**config.mk**
```make
export PLATFORM = sky130hd
export DESIGN_NAME = gpr_wb_ctrl_flat
export DESIGN_NICKNAME = d
export VERILOG_FILES = /design/src/rtl/gpr_wb_ctrl_pkg.sv /design/src/rtl/gpr_wb_ctrl_if.sv /design/src/rtl/gpr_wb_fifo.sv /design/src/rtl/gpr_wb_ctrl.sv /design/src/flat_wrapper.sv
export SDC_FILE = /design/constraint.sdc
export NUM_CORES = 1
export LEC_CHECK = 0
export CAP_MARGIN = 25
export CELL_PAD_IN_SITES_DETAIL_PLACEMENT = 1
export CELL_PAD_IN_SITES_GLOBAL_PLACEMENT = 2
export CORE_MARGIN = 2
export CORE_UTILIZATION = 31
export CTS_CLUSTER_DIAMETER = 200
export DETAILED_ROUTE_END_ITERATION = 7
export PLACE_DENSITY = 0.77
export SLEW_MARGIN = 40
export SYNTH_ARGS = -nofsm -noshare
export SYNTH_HDL_FRONTEND = slang
export SYNTH_HIERARCHICAL = 1
export SYNTH_SLANG_ARGS = --single-unit
```
**constraint.sdc**
```tcl
create_clock -name clk -period 2.75 [get_ports clk]
set_input_delay 0.6875 -clock clk [delete_from_list [all_inputs] [get_ports clk]]
set_output_delay 0.6875 -clock clk [all_outputs]
set_load 0.005 [all_outputs]
```
**src/rtl/gpr_wb_ctrl_pkg.sv**
```systemverilog
// Shared CPU header for the GPR writeback path: register-file geometry,
// starvation FSM encoding, active-low write-enable levels and the queued result format.
package gpr_wb_ctrl_pkg;

    localparam int REG_NUM = 32;
    localparam int ADDR_W  = 5;
    localparam int DATA_W  = 32;

    localparam logic WE_ON  = 1'b0;
    localparam logic WE_OFF = 1'b1;

    typedef enum logic {
        RUN  = 1'b0,
        HOLD = 1'b1
    } wb_state_t;

    typedef struct packed {
        logic [ADDR_W-1:0] addr;
        logic [DATA_W-1:0] data;
    } ml_entry_t;

    function automatic logic is_r0(input logic [ADDR_W-1:0] addr);
        return addr == '0;
    endfunction

endpackage

```
**src/rtl/gpr_wb_ctrl_if.sv**
```systemverilog
// Upstream-facing bundle of the writeback controller: execute results,
// multi-cycle results with their ready handshake, and multi-cycle issue notices.
interface gpr_wb_ctrl_if;
    import gpr_wb_ctrl_pkg::*;

    logic              ex_valid;
    logic [ADDR_W-1:0] ex_addr;
    logic [DATA_W-1:0] ex_data;

    logic              ml_valid;
    logic              ml_ready;
    logic [ADDR_W-1:0] ml_addr;
    logic [DATA_W-1:0] ml_data;

    logic              iss_valid;
    logic [ADDR_W-1:0] iss_addr;

    modport master (
        output ex_valid, ex_addr, ex_data,
        output ml_valid, ml_addr, ml_data,
        output iss_valid, iss_addr,
        input  ml_ready
    );

    modport slave (
        input  ex_valid, ex_addr, ex_data,
        input  ml_valid, ml_addr, ml_data,
        input  iss_valid, iss_addr,
        output ml_ready
    );

endinterface

```
**src/rtl/gpr_wb_fifo.sv**
```systemverilog
// Small synchronous FIFO for multi-cycle results; DEPTH must be a power of two
// so the pointers wrap naturally. A push while full is refused even if a pop coincides.
module gpr_wb_fifo #(
    parameter  int DEPTH = 2,
    parameter  int WIDTH = 8,
    localparam int PTR_W = (DEPTH > 1) ? $clog2(DEPTH) : 1,
    localparam int CNT_W = $clog2(DEPTH) + 1
) (
    input  logic             clk,
    input  logic             reset,
    input  logic             push,
    input  logic             pop,
    input  logic [WIDTH-1:0] din,
    output logic [WIDTH-1:0] head,
    output logic [CNT_W-1:0] count,
    output logic             full,
    output logic             empty
);

    logic [WIDTH-1:0] mem [DEPTH];
    logic [PTR_W-1:0] wr_ptr;
    logic [PTR_W-1:0] rd_ptr;
    logic             do_push;
    logic             do_pop;

    assign full    = (count == CNT_W'(DEPTH));
    assign empty   = (count == '0);
    assign do_push = push && !full;
    assign do_pop  = pop && !empty;
    assign head    = mem[rd_ptr];

    always_ff @(posedge clk) begin
        if (reset) begin
            wr_ptr <= '0;
            rd_ptr <= '0;
            count  <= '0;
        end else begin
            if (do_push) begin
                wr_ptr <= wr_ptr + PTR_W'(1);
            end
            if (do_pop) begin
                rd_ptr <= rd_ptr + PTR_W'(1);
            end
            case ({do_push, do_pop})
                2'b10:   count <= count + CNT_W'(1);
                2'b01:   count <= count - CNT_W'(1);
                default: count <= count;
            endcase
        end
    end

    // Storage carries no reset; only entries below count are ever observed.
    always_ff @(posedge clk) begin
        if (do_push) begin
            mem[wr_ptr] <= din;
        end
    end

endmodule

```
**src/rtl/gpr_wb_ctrl.sv**
```systemverilog
// GPR writeback controller: merges execute and queued multi-cycle results into one
// registered write per cycle. Optional macro GPR_WB_R0_ZERO_EN suppresses writes to r0.
module gpr_wb_ctrl
    import gpr_wb_ctrl_pkg::*;
#(
    parameter int LQ_DEPTH   = 2,
    parameter int STARVE_MAX = 4
) (
    input  logic              clk,
    input  logic              reset,
    gpr_wb_ctrl_if.slave      bus,
    input  logic [ADDR_W-1:0] chk_addr_0,
    input  logic [ADDR_W-1:0] chk_addr_1,
    output logic              chk_busy_0,
    output logic              chk_busy_1,
    output logic              ex_stall,
    output logic              waw_err,
    output logic              we_,
    output logic [ADDR_W-1:0] wr_addr,
    output logic [DATA_W-1:0] wr_data
);

    localparam int CNT_W = $clog2(LQ_DEPTH) + 1;
    localparam int DEF_W = $clog2(STARVE_MAX + 1);

    wb_state_t          state;
    wb_state_t          state_next;
    logic [DEF_W-1:0]   defer_cnt;
    logic [DEF_W-1:0]   defer_next;
    logic [REG_NUM-1:0] busy;
    logic [REG_NUM-1:0] busy_next;

    ml_entry_t          fifo_din;
    ml_entry_t          fifo_head;
    logic [CNT_W-1:0]   fifo_count;
    logic               fifo_full;
    logic               fifo_empty;
    logic               push;
    logic               pop;
    logic               sel_ex;

    logic               we_next;
    logic               waw_next;
    logic [ADDR_W-1:0]  wr_addr_next;
    logic [DATA_W-1:0]  wr_data_next;

    assign bus.ml_ready = !reset && (fifo_count < CNT_W'(LQ_DEPTH));
    assign push         = bus.ml_valid && bus.ml_ready;
    assign fifo_din     = '{addr: bus.ml_addr, data: bus.ml_data};

    assign ex_stall   = (state == HOLD);
    assign chk_busy_0 = busy[chk_addr_0];
    assign chk_busy_1 = busy[chk_addr_1];

    gpr_wb_fifo #(
        .DEPTH (LQ_DEPTH),
        .WIDTH ($bits(ml_entry_t))
    ) u_fifo (
        .clk   (clk),
        .reset (reset),
        .push  (push),
        .pop   (pop),
        .din   (fifo_din),
        .head  (fifo_head),
        .count (fifo_count),
        .full  (fifo_full),
        .empty (fifo_empty)
    );

    // Arbitration, starvation tracking and scoreboard update for the coming edge.
    always_comb begin
        sel_ex     = bus.ex_valid && !ex_stall;
        pop        = !sel_ex && !fifo_empty;
        state_next = state;
        defer_next = defer_cnt;
        busy_next  = busy;

        case (state)
            RUN: begin
                if (pop) begin
                    defer_next = '0;
                end else if (!fifo_empty) begin
                    defer_next = defer_cnt + DEF_W'(1);
                end
                if (!fifo_empty && (defer_cnt == DEF_W'(STARVE_MAX - 1))) begin
                    state_next = HOLD;
                end
            end
            HOLD: begin
                state_next = RUN;
                defer_next = '0;
            end
            default: begin
                state_next = RUN;
                defer_next = '0;
            end
        endcase

        // An issue to the same register as a retiring entry keeps it busy.
        if (pop) begin
            busy_next[fifo_head.addr] = 1'b0;
        end
        if (bus.iss_valid) begin
            busy_next[bus.iss_addr] = 1'b1;
        end
    end

    // Next values of the registered write port and the WAW flag.
    always_comb begin
        we_next      = WE_OFF;
        waw_next     = 1'b0;
        wr_addr_next = wr_addr;
        wr_data_next = wr_data;

        if (sel_ex) begin
            we_next      = WE_ON;
            wr_addr_next = bus.ex_addr;
            wr_data_next = bus.ex_data;
            waw_next     = busy[bus.ex_addr];
        end else if (pop) begin
            we_next      = WE_ON;
            wr_addr_next = fifo_head.addr;
            wr_data_next = fifo_head.data;
        end

`ifdef GPR_WB_R0_ZERO_EN
        if (is_r0(wr_addr_next)) begin
            we_next  = WE_OFF;
            waw_next = 1'b0;
        end
`else
        we_next = we_next;
`endif
    end

    always_ff @(posedge clk) begin
        if (reset) begin
            state     <= RUN;
            defer_cnt <= '0;
            busy      <= '0;
            we_       <= WE_OFF;
            wr_addr   <= '0;
            wr_data   <= '0;
            waw_err   <= 1'b0;
        end else begin
            state     <= state_next;
            defer_cnt <= defer_next;
            busy      <= busy_next;
            we_       <= we_next;
            wr_addr   <= wr_addr_next;
            wr_data   <= wr_data_next;
            waw_err   <= waw_next;
        end
    end

    // The ready handshake must never let a push reach a full queue.
    always_ff @(posedge clk) begin
        if (!reset) begin
            assert (!(push && fifo_full));
        end
    end

endmodule

```
**src/flat_wrapper.sv**
```systemverilog
// flat-port wrapper written by rule: the top's interface ports become plain ports
module gpr_wb_ctrl_flat import gpr_wb_ctrl_pkg::*;
#(
    parameter int LQ_DEPTH   = 2,
    parameter int STARVE_MAX = 4
)
  (clk, reset, chk_addr_0, chk_addr_1, chk_busy_0, chk_busy_1, ex_stall, waw_err, we_, wr_addr, wr_data, bus_ex_valid, bus_ex_addr, bus_ex_data, bus_ml_valid, bus_ml_addr, bus_ml_data, bus_iss_valid, bus_iss_addr, bus_ml_ready);
  gpr_wb_ctrl_if bus_i ();
  input  logic clk;
  input  logic reset;
  input  logic [ADDR_W-1:0] chk_addr_0;
  input  logic [ADDR_W-1:0] chk_addr_1;
  output logic chk_busy_0;
  output logic chk_busy_1;
  output logic ex_stall;
  output logic waw_err;
  output logic we_;
  output logic [ADDR_W-1:0] wr_addr;
  output logic [DATA_W-1:0] wr_data;
  input wire logic [$bits(bus_i.ex_valid)-1:0] bus_ex_valid;
  input wire logic [$bits(bus_i.ex_addr)-1:0] bus_ex_addr;
  input wire logic [$bits(bus_i.ex_data)-1:0] bus_ex_data;
  input wire logic [$bits(bus_i.ml_valid)-1:0] bus_ml_valid;
  input wire logic [$bits(bus_i.ml_addr)-1:0] bus_ml_addr;
  input wire logic [$bits(bus_i.ml_data)-1:0] bus_ml_data;
  input wire logic [$bits(bus_i.iss_valid)-1:0] bus_iss_valid;
  input wire logic [$bits(bus_i.iss_addr)-1:0] bus_iss_addr;
  output wire logic [$bits(bus_i.ml_ready)-1:0] bus_ml_ready;
  assign bus_i.ex_valid = bus_ex_valid;
  assign bus_i.ex_addr = bus_ex_addr;
  assign bus_i.ex_data = bus_ex_data;
  assign bus_i.ml_valid = bus_ml_valid;
  assign bus_i.ml_addr = bus_ml_addr;
  assign bus_i.ml_data = bus_ml_data;
  assign bus_i.iss_valid = bus_iss_valid;
  assign bus_i.iss_addr = bus_iss_addr;
  assign bus_ml_ready = bus_i.ml_ready;
  gpr_wb_ctrl #(.LQ_DEPTH(LQ_DEPTH), .STARVE_MAX(STARVE_MAX)) u_core (.clk(clk), .reset(reset), .bus(bus_i), .chk_addr_0(chk_addr_0), .chk_addr_1(chk_addr_1), .chk_busy_0(chk_busy_0), .chk_busy_1(chk_busy_1), .ex_stall(ex_stall), .waw_err(waw_err), .we_(we_), .wr_addr(wr_addr), .wr_data(wr_data));
endmodule
```
==> flow_metrics.py <==
metrics = {
    "power": {
        "ir_worst_vdd_mv": 0.440,
        "total_leakage_power_nw": 3.38,
        "pwr_density_cell_mw_per_mm2": 626,
    },
    "sta": {
        "timing.slew.headroom_pct": 53.8,
        "setup_total_negative_slack_ns": -0.196,
        "hold_viol_final": 0,
        "finalCritPeriodShare_pct": 104,
        "post-route-min-period_ns": 2.85,
        "worst-slew-pin-transition_ns": 0.693,
        "worst_slack_ns": -0.0995,
        "fin_worst_skew_ns": 0.0101,
        "timing.final.max_slew_violations": 0,
        "setup_viol_count_final": 2,
        "setup_repair_after_global_routing_missed_its_margin": "true",
        "clock.fmax_mhz": 351,
    },
    "synthesis": {
        "proportion_of_synthesized_chip_area_in_sequential_cells_pct": 56.1,
        "ys_warn_count": 6,
        "synth_flop_cell": "sky130_fd_sc_hd__dfxtp_1",
        "synthesis.area_mm2": 0.00682,
        "syn_inst": 557,
        "net_count_synth": 654,
        "avg_inst_size_synth_um2": 12.2,
        "synth.distinct_cells": 44,
        "synth_edf_count": 74,
        "ys_ff_latch": 154,
        "post_synthesis_async_set_or_reset_flop_share_pct": 0,
    },
    "floorplan": {
        "floorplan.rows": 54,
        "initial_utilization_pct": 31.4,
        "core_area_mm2": 0.0217,
        "io_pins": 137,
        "die_height_um": 152,
        "floorplan.die.width_um": 152,
        "design.die.area_mm2": 0.0232,
    },
    "cells_and_area": {
        "utilization_pct": 42.6,
        "layout.area.seq_mm2": 0.00383,
        "post-route-cell-area_mm2": 0.00924,
        "layout.filler_cells": 2277,
        "total_nets_final": 794,
        "area_growth_syn_to_layout_pct": 35.6,
        "area_of_combinational_cells_with_multiple_inputs_mm2": 0.00283,
        "drive_above_1_share_pct": 16.9,
        "most_common_cell_after_layout_fill_and_taps_aside": "sky130_fd_sc_hd__clkdlybuf4s50_1",
        "layout.cells.most_common_list": "sky130_fd_sc_hd__clkdlybuf4s50_1, sky130_fd_sc_hd__dfxtp_1, sky130_fd_sc_hd__edfxtp_1",
        "finalNonFillerCells": 991,
    },
    "placed_design": {
        "post_dp_cell_area_mm2": 0.00862,
        "routabilityCongestion": 0.852,
        "placed_cells": 958,
        "hpwl_after_detailed_placement_mm": 13.7,
        "io_buffers": 136,
    },
    "grt": {
        "grt.overflow.total": 0,
        "grt_pass1_vias": 5765,
        "grt_antenna_before_repair": 1,
        "global_route_wire_length_before_repair_mm": 31.7,
        "grt_start_max_net_pins": 80,
        "global_route.usage.total_pct": 17.5,
    },
    "clock_network": {
        "worst_skew_pair.late_latency_ns": 0.43,
        "clkSinkCount": 154,
        "ctsHoldBuffers": 0,
        "clk_transition_reported_paths_ns": 0.06,
        "clockRootBuffer": "sky130_fd_sc_hd__clkbuf_16",
        "numCtsBuffers": 17,
        "h-tree-depth": 4,
        "tritoncts": "built",
        "max-clock-path-buffers": 2,
    },
    "worst_hold_path": {
        "worst_hold_startpoint": "u_core/u_fifo/wr_ptr$_SDFFE_PP0P_",
        "hold_path_class": "register to register",
    },
    "detailed_routing": {
        "via_per_inst": 5.14,
        "detailroute.via_count": 5096,
        "wl_per_cell_um": 19.9,
        "postRouteAntennaNets": 0,
        "drc": 0,
        "drt-initial-drc-count": 287,
        "totalWireLength_mm": 19.7,
        "dr.pass1.iters": 4,
    },
    "setup_path": {
        "cp-startpoint": "chk_addr_0[0]",
        "timing.critical_path.to_type": "output port",
        "worst_ep_required_time_ns": 2.06,
        "path_max_fanout": 6,
        "path_class": "input port to output port",
        "timing.critical_path.arrival_ns": 2.16,
        "critical_path.startpoint_type": "input port",
    },
    "run_status": {
        "failing_checks": "setup timing",
        "status": "finished with violations",
    },
    "flow_run": {
        "max-cap-violations": 0,
    },
}
state kept, by name, summed over array words and instances, names as in the netlist, named ones only:
register / count
u_core/u_fifo/mem: 74
u_core/busy: 32
u_core/wr_data: 32
u_core/wr_addr: 5
u_core/defer_cnt: 3
u_core/u_fifo/count: 2
u_core/ex_stall: 1
u_core/u_fifo/rd_ptr: 1
u_core/u_fifo/wr_ptr: 1
u_core/waw_err: 1
u_core/we_: 1
critical path, stage by stage:
cell	delay (ns)
sky130_fd_sc_hd__buf_12	0.10
sky130_fd_sc_hd__mux4_2	0.51
sky130_fd_sc_hd__mux4_2	0.46
sky130_fd_sc_hd__mux2_4	0.28
sky130_fd_sc_hd__buf_6	0.11
per-stage QoR:
step                      setup WS (ns)  power [mW]  hold WS, ns
after floorplan                  0.0217        3.01        0.452
after global routing             -0.146        6.02        0.525
final                           -0.0995        5.79        0.503
after CTS                        -0.189        5.87        0.498
after global placement           -0.947        3.40        0.471
after detailed placement         -0.981        3.42        0.490
repair_timing:
item	4_1_cts	5_1_grt
pin swaps	0	0
resized for setup	30	12
setup buffers	2	0
setup endpoints to repair	2	2
cells in the mapped netlist, types with 2 or more instances:
library cell / count / area share, %
sky130_fd_sc_hd__nor2_1: 50 / 2.8
sky130_fd_sc_hd__clkbuf_1: 21 / 1.2
sky130_fd_sc_hd__mux2_1: 16 / 2.6
sky130_fd_sc_hd__nor2b_1: 3 / 0.28
sky130_fd_sc_hd__inv_1: 5 / 0.28
sky130_fd_sc_hd__a21oi_1: 37 / 2.7
sky130_fd_sc_hd__nand3b_1: 3 / 0.33
sky130_fd_sc_hd__mux2i_1: 45 / 6.6
sky130_fd_sc_hd__a211oi_1: 37 / 4.1
sky130_fd_sc_hd__or3_1: 3 / 0.28
sky130_fd_sc_hd__nand2_1: 38 / 2.1
sky130_fd_sc_hd__mux4_2: 25 / 8.3
sky130_fd_sc_hd__and3b_1: 3 / 0.39
sky130_fd_sc_hd__nor3_1: 4 / 0.29
sky130_fd_sc_hd__buf_1: 7 / 0.39
sky130_fd_sc_hd__o21ai_0: 34 / 2.5
sky130_fd_sc_hd__buf_4: 2 / 0.22
sky130_fd_sc_hd__ha_1: 3 / 0.55
sky130_fd_sc_hd__dfxtp_1: 80 / 23
sky130_fd_sc_hd__nand3_1: 3 / 0.22
sky130_fd_sc_hd__nand2b_1: 3 / 0.28
sky130_fd_sc_hd__edfxtp_1: 74 / 33
sky130_fd_sc_hd__buf_2: 9 / 0.66
sky130_fd_sc_hd__nand4b_1: 2 / 0.26
sky130_fd_sc_hd__and3_1: 5 / 0.46
sky130_fd_sc_hd__nor3b_1: 4 / 0.44
sky130_fd_sc_hd__mux2_2: 23 / 3.8
sky130_fd_sc_hd__xnor2_1: 2 / 0.26
path summary, 6_finish.rpt:
path	end	slack, ns	cells past startpoint
max	chk_busy_0	-0.1	5
min	u_core/u_fifo/wr_ptr$_SDFFE_PP0P_	0.50	2
max reg2reg	u_core/busy[16]$_SDFF_PP0_	0.55	5
min reg2reg	u_core/u_fifo/wr_ptr$_SDFFE_PP0P_	0.50	2
area by class of cell:
cell class | count | area share [%]
Antenna cell | 1 | 0.0271
Clock buffer | 17 | 4.60
Clock inverter | 15 | 2.02
Inverter | 6 | 0.244
Multi-Input combinational cell | 358 | 30.6
Sequential cell | 154 | 41.4
Tap cell | 280 | 3.79
Timing Repair Buffer | 160 | 17.4
cell families (layout without fill, tap and decap cells):
kind of cell             count (synthesis)  after routing  share of synthesized area (%)
flip-flops                             154            154                           56.1
AND/OR/NAND/NOR                        128            128                           8.83
AO/OA/AOI/OAI                          115            115                           10.1
multiplexers                           109            109                           21.3
buffers and inverters                   45            198                           2.75
adder cells (fa/ha/maj)                  3              3                          0.551
XOR/XNOR                                 3              3                          0.385
other                                    0              1                              0
power by group:
part | switching (mW) | leakage, nW | internal [mW]
registers | 0.0600 | 1.34 | 2.52
clock network | 0.976 | 0.299 | 1.44
logic | 0.366 | 1.75 | 0.424
layer usage:
layer / global-route usage [%] / part of all wire (%) / wire length, µm
met1: 21.8 / 43 / 8470
met2: 28.3 / 48 / 9400
met3: 5.66 / 7.1 / 1390
met4: 6.68 / 2.1 / 422
met5: 0 / 0 / 0
Power figures use the tool's default switching activity.
